<file path="config.mk">
export PLATFORM = sky130hd
export DESIGN_NAME = result_streamer
export DESIGN_NICKNAME = d
export VERILOG_FILES = /design/src/rtl/result_streamer_pkg.sv /design/src/rtl/fifo2.sv /design/src/rtl/result_streamer.sv
export SDC_FILE = /design/constraint.sdc
export NUM_CORES = 1
export LEC_CHECK = 0
export ABC_AREA = 1
export BUFFER_PORTS_ARGS = -buffer_cell sky130_fd_sc_hd__buf_2
export CELL_PAD_IN_SITES_DETAIL_PLACEMENT = 1
export CELL_PAD_IN_SITES_GLOBAL_PLACEMENT = 1
export CORE_ASPECT_RATIO = 0.9
export CORE_MARGIN = 2
export CORE_UTILIZATION = 45
export CTS_CLUSTER_DIAMETER = 150
export DETAILED_ROUTE_END_ITERATION = 8
export HOLD_SLACK_MARGIN = 0.08
export PLACE_DENSITY_LB_ADDON = 0.2
export SLEW_MARGIN = 30
export SYNTH_ARGS = -nofsm -noshare
export SYNTH_HDL_FRONTEND = slang
export SYNTH_SLANG_ARGS = --single-unit
</file>
<file path="constraint.sdc">
create_clock -name clk -period 6.7 [get_ports clk]
set_input_delay 1.34 -clock clk [delete_from_list [all_inputs] [get_ports clk]]
set_output_delay 1.34 -clock clk [all_outputs]
set_load 0.02 [all_outputs]
</file>
<file path="src/rtl/result_streamer_pkg.sv">
// Shared definitions for the result streamer: default geometry and FSM encoding.
package result_streamer_pkg;

  localparam int unsigned DEF_DATA_W    = 32;
  localparam int unsigned DEF_NUM_WORDS = 16;
  localparam int unsigned DEF_ADDR_W    = 4;

  typedef enum logic [1:0] {
    IDLE = 2'd0,
    RUN  = 2'd1,
    FIN  = 2'd2
  } state_t;

endpackage

</file>
<file path="src/rtl/fifo2.sv">
// Two-entry FIFO holding result words between the buffer read port and the
// output handshake. A push into a full FIFO is accepted only alongside a pop.
module fifo2
  import result_streamer_pkg::*;
#(
  parameter int unsigned DATA_W = DEF_DATA_W
) (
  input  logic              clk,
  input  logic              rst,
  input  logic              push,
  input  logic [DATA_W-1:0] push_data,
  input  logic              pop,
  input  logic              flush,
  output logic              full,
  output logic              empty,
  output logic [DATA_W-1:0] head
);

  logic [DATA_W-1:0] mem [2];
  logic              rd_ptr;
  logic              wr_ptr;
  logic [1:0]        count;
  logic              do_push;
  logic              do_pop;

  assign full    = (count == 2'd2);
  assign empty   = (count == 2'd0);
  assign head    = mem[rd_ptr];
  assign do_push = push & (~full | pop);
  assign do_pop  = pop & ~empty;

  // Pointer and occupancy bookkeeping; flush empties the FIFO in one edge.
  always_ff @(posedge clk or negedge rst) begin
    if (!rst) begin
      rd_ptr <= 1'b0;
      wr_ptr <= 1'b0;
      count  <= 2'd0;
    end else if (flush) begin
      rd_ptr <= 1'b0;
      wr_ptr <= 1'b0;
      count  <= 2'd0;
    end else begin
      if (do_push) wr_ptr <= ~wr_ptr;
      if (do_pop)  rd_ptr <= ~rd_ptr;
      count <= count + {1'b0, do_push} - {1'b0, do_pop};
    end
  end

  // Storage write.
  // NOTE: the data array is deliberately left without reset; it is only ever
  // observed through a non-empty head, and emptiness is reset above.
  always_ff @(posedge clk) begin
    if (do_push && !flush) mem[wr_ptr] <= push_data;
  end

endmodule

</file>
<file path="src/rtl/result_streamer.sv">
// Streams NUM_WORDS result words from a one-cycle-latency buffer to a
// valid/ready consumer once per rising edge of the controller's done level.
module result_streamer
  import result_streamer_pkg::*;
#(
  parameter int unsigned DATA_W    = DEF_DATA_W,
  parameter int unsigned NUM_WORDS = DEF_NUM_WORDS,
  parameter int unsigned ADDR_W    = DEF_ADDR_W
) (
  input  logic              clk,
  input  logic              rst,
  input  logic              done,
  input  logic              clear,
  output logic              rd_en,
  output logic [ADDR_W-1:0] rd_addr,
  input  logic [DATA_W-1:0] rd_data,
  output logic [DATA_W-1:0] out_data,
  output logic              out_valid,
  input  logic              out_ready,
  output logic              out_last,
  output logic              busy,
  output logic              finished
);

  // Counters are one bit wider than the address so they can hold NUM_WORDS.
  localparam logic [ADDR_W:0] WORDS     = (ADDR_W+1)'(NUM_WORDS);
  localparam logic [ADDR_W:0] LAST_WORD = (ADDR_W+1)'(NUM_WORDS - 1);

  state_t          state;
  state_t          state_nx;
  logic            done_q;
  logic            armed;
  logic            trigger;
  logic            in_flight;
  logic [ADDR_W:0] rd_ptr;
  logic [ADDR_W:0] word_cnt;
  logic            run;
  logic            pop;
  logic            push;
  logic            fifo_full;
  logic            fifo_empty;
  logic [DATA_W-1:0] fifo_head;
  logic [1:0]      occupancy;
  logic [2:0]      pending;

  // armed stays low after reset until done has been seen low, so a done level
  // still high from before the reset cannot start a pass.
  assign trigger   = done & ~done_q & armed;
  assign run       = (state == RUN);
  assign out_valid = run & ~fifo_empty;
  assign out_data  = out_valid ? fifo_head : '0;
  assign out_last  = out_valid & (word_cnt == LAST_WORD);
  assign pop       = out_valid & out_ready;
  assign push      = in_flight & run & ~clear;
  assign occupancy = {fifo_full, ~fifo_full & ~fifo_empty};
  assign pending   = {1'b0, occupancy} + {2'b0, in_flight} - {2'b0, pop};
  assign rd_en     = run & ~clear & (rd_ptr < WORDS) & (pending < 3'd2);
  assign rd_addr   = rd_ptr[ADDR_W-1:0];
  assign busy      = run;
  assign finished  = (state == FIN);

  fifo2 #(.DATA_W(DATA_W)) u_fifo (
    .clk       (clk),
    .rst       (rst),
    .push      (push),
    .push_data (rd_data),
    .pop       (pop),
    .flush     (clear),
    .full      (fifo_full),
    .empty     (fifo_empty),
    .head      (fifo_head)
  );

  // Next-state logic; clear outranks both the trigger and the final transfer.
  always_comb begin
    // NOTE: state_nx gets its default before the case so no path leaves it
    // unassigned, which would otherwise infer a latch.
    state_nx = state;
    case (state)
      IDLE:    if (!clear && trigger)   state_nx = RUN;
      RUN:     if (clear)               state_nx = IDLE;
               else if (pop && out_last) state_nx = FIN;
      FIN:     if (clear)               state_nx = IDLE;
      default:                          state_nx = IDLE;
    endcase
  end

  // State, edge detector, in-flight tracking and the saturating counters.
  always_ff @(posedge clk or negedge rst) begin
    // NOTE: non-blocking assignments throughout, so every register here sees
    // the pre-edge value of the others regardless of statement order.
    if (!rst) begin
      state     <= IDLE;
      done_q    <= 1'b0;
      armed     <= 1'b0;
      in_flight <= 1'b0;
      rd_ptr    <= '0;
      word_cnt  <= '0;
    end else begin
      state     <= state_nx;
      done_q    <= done;
      armed     <= armed | ~done;
      in_flight <= rd_en;
      if (!run || clear) begin
        rd_ptr   <= '0;
        word_cnt <= '0;
      end else begin
        if (rd_en) rd_ptr <= rd_ptr + 1'b1;
        if (pop && word_cnt != WORDS) word_cnt <= word_cnt + 1'b1;
      end
    end
  end

endmodule
</file>
=== Yosys cells after proc, flatten, opt, wreduce, memory -nomap -nowiden ===
Memories as Yosys holds them, arrays and structs flattened.
Cells that the tools add are included.

* RAM bits: 64
* Register bits: 19
* Word-level logic and storage cells: 79
* Memories: 1
* Output and inout port bits: 41

* Bitwise operators: 22
* Magnitude comparators: 2
* Add/subtract/negate cells: 6
* Mux-type cells: 17
* Reduce and logical (&&, ||, !) cells: 14
* Equal/unequal tests: 8

{| class="wikitable"
|+ Memory list
! memory !! words !! width !! read ports !! clocked after memory_dff !! wr ports !! RTL line !! source
|-
| u_fifo.mem || 2 || 32 || 1 || 0 || 1 || fifo2.sv:19 || <nowiki>logic [DATA_W-1:0] mem [2];</nowiki>
|}

{| class="wikitable"
|+ Operators by type and width
! cell !! number
|-
| $mux W32 || 1
|-
| $mux W5 || 4
|-
| $and A1 B1 Y1 || 13
|-
| $add A5 B1 Y5 const B || 2
|-
| $mux W2 || 5
|-
| $reduce_bool A2 Y1 || 4
|-
| $not A1 Y1 || 7
|-
| $mux W1 || 6
|-
| $pmux W2 S3 || 1
|-
| $eq A5 B4 Y1 const B || 1
|-
| $lt A5 B5 Y1 const B || 1
|-
| $ne A5 B5 Y1 const B || 1
|-
| $eq A2 B2 Y1 const B || 2
|-
| $logic_and A1 B1 Y1 || 4
|-
| $logic_not A2 Y1 || 2
|-
| $ne A2 B2 Y1 const B || 2
|-
| $add A2 B1 Y3 || 1
|-
| $lt A3 B2 Y1 const B || 1
|-
| $ne A3 B2 Y1 const B || 1
|-
| $reduce_and A3 Y1 || 1
|-
| $sub A3 B1 Y3 || 1
|-
| $add A2 B1 Y2 || 1
|-
| $eq A2 B1 Y1 const B || 1
|-
| $logic_not A1 Y1 || 2
|-
| other kinds (3) || 4
|}

=== Longest topological paths before layout ===
* Depth in word-level cells: 9
* Depth in mapped cells: 9
* Depth with buffers taken out: 9

=== Hierarchy ===
From an unflattened synthesis, not the netlist that was laid out.

* Cell total of the unflattened synthesis: 392
* Area total of the unflattened synthesis: 3862.5 um^2

{| class="wikitable"
|+ By module, submodules not included
! module !! cells each !! area each (um^2) !! times used !! sequential area each (um^2)
|-
| fifo2 || 206 || 2647.5 || 1 || 2021.9
|-
| result_streamer || 186 || 1214.9 || 1 || 375.4
|}

=== Worst setup path before layout ===
Ideal clock, no wire load.

* Kind: input port to flip-flop
* Start point: input port out_ready
* End point: memory u_fifo.mem[0][0] (netlist name), enable pin
* Arrival time: 3.062 ns
* Setup time: 0.421 ns
* Path slack: 3.217 ns
* Stages: 4
* Path buffers: 0
* Path through: nand3_4 > nand2_1 > nand3_1 > nor2_1

* Word-level cells in the longest chain between the ends: 6

{| class="wikitable"
|+ Ends and longest elaborated chain
! element !! RTL line !! source
|-
| start, declared || result_streamer.sv:19 || <nowiki>input logic out_ready,</nowiki>
|-
| $and A1 B1 Y1 || result_streamer.sv:53 || <nowiki>assign pop = out_valid & out_ready;</nowiki>
|-
| $or A1 B1 Y1 || fifo2.sv:29 || <nowiki>assign do_push = push & (~full | pop);</nowiki>
|-
| $and A1 B1 Y1 || fifo2.sv:29 ||
|-
| $logic_and A1 B1 Y1 || fifo2.sv:53 || <nowiki>if (do_push && !flush) mem[wr_ptr] <= push_data;</nowiki>
|-
| $mux W1 || fifo2.sv:53 ||
|-
| $mux W1 (implied by the code) || fifo2.sv:53 ||
|-
| end, declared || fifo2.sv:19 ||
|}

No other way between the ends.

=== Worst setup path in the final report ===
* Start point: input port clear
* End point: output port rd_en

* Word-level cells in the longest chain between the ends: 4

{| class="wikitable"
|+ Ends and longest elaborated chain
! element !! RTL line !! source
|-
| start, declared || result_streamer.sv:13 || <nowiki>input logic clear,</nowiki>
|-
| $not A1 Y1 || result_streamer.sv:57 || <nowiki>assign rd_en = run & ~clear & (rd_ptr < WORDS) & (pending < 3'd2);</nowiki>
|-
| $and A1 B1 Y1 (3 in series) || result_streamer.sv:57 ||
|-
| end, declared || result_streamer.sv:14 || <nowiki>output logic rd_en,</nowiki>
|}

No other way between the ends.

==> impl_metrics.env <==
export IMPL_combinationalPowerShare=0.192
export IMPL_synth_main_ff_cell="edfxtp_1"
export IMPL_layout_cells_non_filler=477
export IMPL_grt_setup_unrepaired="false"
export IMPL_worst_pin_slew_ps=611
export IMPL_placed_area_um2=3950
export IMPL_wl_met3_um=336
export IMPL_grt_max_degree=35
export IMPL_finalCritPeriodShare=0.580
export IMPL_synth_most_common_cell="nand2_1"
export IMPL_h_tree_depth=3
export IMPL_ys_async_sr_fraction=0.229
export IMPL_yosysSeqAreaShare=0.685
export IMPL_synth_seq_cells=83
export IMPL_ys_types=28
export IMPL_ir_drop_uv=138
export IMPL_grt_pass1_wl_um=11400
export IMPL_nNetsFinal=419
export IMPL_dp_slack_ps=2790
export IMPL_status="finished clean"
export IMPL_wl_met2_um=3610
export IMPL_antenna_left=0
export IMPL_synthCells=301
export IMPL_drive_gt1_frac=0.304
export IMPL_clk_path_buf_depth=2
export IMPL_place_hpwl_um=4880
export IMPL_place_gp_congestion=0.744
export IMPL_final_area_um2=4180
export IMPL_holdWs_ps=465
export IMPL_clockPowerShare=0.277
export IMPL_maxCapViolations=0
export IMPL_clkLatencyLatePin_ps=340
export IMPL_path_class="in -> out"
export IMPL_clkSlewWorstSetupHoldPaths_ps=90
export IMPL_fmax_ghz=0.257
export IMPL_die_x_um=97.0
export IMPL_yosys_top_cells_area="edfxtp_1 (55%), dfrtp_1 (14%), nand2_1 (9.2%)"
export IMPL_antenna_found_initial=0
export IMPL_wl_met1_um=3260
export IMPL_grt_overflow=0
export IMPL_numCtsBuffers=9
export IMPL_viasPerCell=4.96
export IMPL_setup_viol=0
export IMPL_hold_buffers=0
export IMPL_worstPathRequired_ps=5360
export IMPL_die_h_um=87.7
export IMPL_synth_edf_count=64
export IMPL_syn_area_per_cell_um2=11.6
export IMPL_yosysTopAreaCellShare=0.549
export IMPL_seq_area_um2=2400
export IMPL_switching_share=0.313
export IMPL_hold_violations=0
export IMPL_rows=30
export IMPL_grt_use_total=0.175
export IMPL_n_antenna_cell=0
export IMPL_post_cts_buffers=0
export IMPL_vias=2366
export IMPL_syn_num_nets=344
export IMPL_finClkSkew_ps=10.4
export IMPL_p_seq_frac=0.531
export IMPL_route_detailed_drc=0
export IMPL_setup_tns_ps=0
export IMPL_cts_sinks=83
export IMPL_drt_iter0_drc=88
export IMPL_ios=78
export IMPL_maxSlewViolCount=0
export IMPL_wirelength_um=7270
export IMPL_placed_cells=459
export IMPL_critPathLaunchType="primary input"
export IMPL_cp_end_kind="output pin"
export IMPL_power_density_nw_per_um2=278
export IMPL_crit_path_max_fanout=16
export IMPL_detail_route_wl_per_cell_um=15.2
export IMPL_p_sw_mw=0.364
export IMPL_area_delta_synth_final_pct=19.4
export IMPL_drt_pass1_iter_count=4
export IMPL_multi_input_area_um2=965
export IMPL_initial_core_util=0.464
export IMPL_arrival_ps=2550
export IMPL_netlist_area_um2=3500
export IMPL_maxSlewHeadroom=0.592
export IMPL_p_int_mw=0.798
export IMPL_synth_top_cell_by_area="edfxtp_1"
export IMPL_cts_root_buf="clkbuf_8"
export IMPL_yosys_warnings=0
export IMPL_rrSetupSlack_ps=4440
export IMPL_hp_class="reg -> reg"
export IMPL_nFillCells=834
export IMPL_grt_pass1_vias=2353
export IMPL_highest_layer="met4"
export IMPL_cts_tree="done"
export IMPL_postCtsResizedCells=0
export IMPL_core_um2=7540
export IMPL_die_area_um2=8500
export IMPL_port_buffers=77
export IMPL_period_needed_ps=3890
export IMPL_p_leak_nw=1.83
export IMPL_synth_commonest_cells="nand2_1 (86), edfxtp_1 (64), a21oi_1 (33)"
export IMPL_timing_final_ws_setup_ps=2810
final timing paths:
check / to / cells past startpoint / startpoint
worst max register to register: u_fifo.mem[1][19] / 6 / state[1]
worst max-delay path: rd_en / 7 / clear
worst min-delay path: armed / 2 / armed
min in group asynchronous: armed / 1 / rst
worst min register to register: armed / 2 / armed
max in group asynchronous: u_fifo.rd_ptr / 1 / rst
layer usage:
metal  GRT usage  up-vias
li1            -     1171
met1       0.226     1133
met2       0.297       58
met3      0.0431        4
met4      0.0551        0
met5           0        -
per-stage QoR:
| step | power (mW) | utilization |
|---|---|---|
| after floorplan | 0.780 | - |
| after global placement | 0.843 | 0.523 |
| after detailed placement | 0.849 | 0.523 |
| after CTS | 1.16 | 0.547 |
| after global routing | 1.22 | 0.554 |
| final | 1.16 | 0.554 |
worst max-delay path, cell delays in order:
cell	delay, ps
buf_2	140
nor2_4	340
nand2_1	160
a21oi_4	240
nand2_4	100
inv_2	60
buf_2	160
kinds of logic (layout without fill, tap and decap cells):
logic type | count (synthesis) | count (layout) | synth area share
XOR/XNOR | 7 | 7 | 0.0175
flip-flops | 83 | 83 | 0.685
AO/OA/AOI/OAI | 40 | 40 | 0.0658
adder cells (fa/ha/maj) | 6 | 6 | 0.0215
AND/OR/NAND/NOR | 129 | 129 | 0.167
buffers and inverters | 36 | 116 | 0.0436
placed cells by master, fill, tap and decap left out, types with 5 or more instances in the layout:
| cell | synthesis | layout |
|---|---|---|
| buf_2 | 2 | 77 |
| dfrtp_1 | 19 | 18 |
| inv_2 | 6 | 6 |
| a21oi_1 | 33 | 33 |
| xor2_1 | 5 | 5 |
| nor2_1 | 12 | 10 |
| nand2_1 | 86 | 86 |
| edfxtp_1 | 64 | 64 |
| ha_1 | 6 | 6 |
| nand3_1 | 16 | 16 |
| inv_1 | 14 | 14 |
| clkbuf_8 | 0 | 9 |
state kept, by name (all words and copies together), names as in the netlist:
name / flops
armed: 1
u_fifo.rd_ptr: 1
u_fifo.count: 2
done_q: 1
in_flight: 1
rd_ptr: 5
u_fifo.mem: 64
word_cnt: 5
u_fifo.wr_ptr: 1
state: 2
cell type report:
class                           count  area share
Sequential cell                    83       0.574
Inverter                           21      0.0192
Multi-Input combinational cell    182       0.231
Tap cell                           96      0.0287
Clock buffer                        9      0.0296
Timing Repair Buffer               79       0.105
Clock inverter                      7      0.0126
power by group through the flow:
stage	clock network (mW)	registers [mW]	logic, mW
2_1_floorplan	0	0.620	0.160
3_3_place_gp	0	0.627	0.217
3_5_place_dp	0	0.629	0.221
4_1_cts	0.326	0.617	0.221
5_1_grt	0.350	0.621	0.248
6_report	0.322	0.617	0.223
Power figures use the tool's default switching activity.
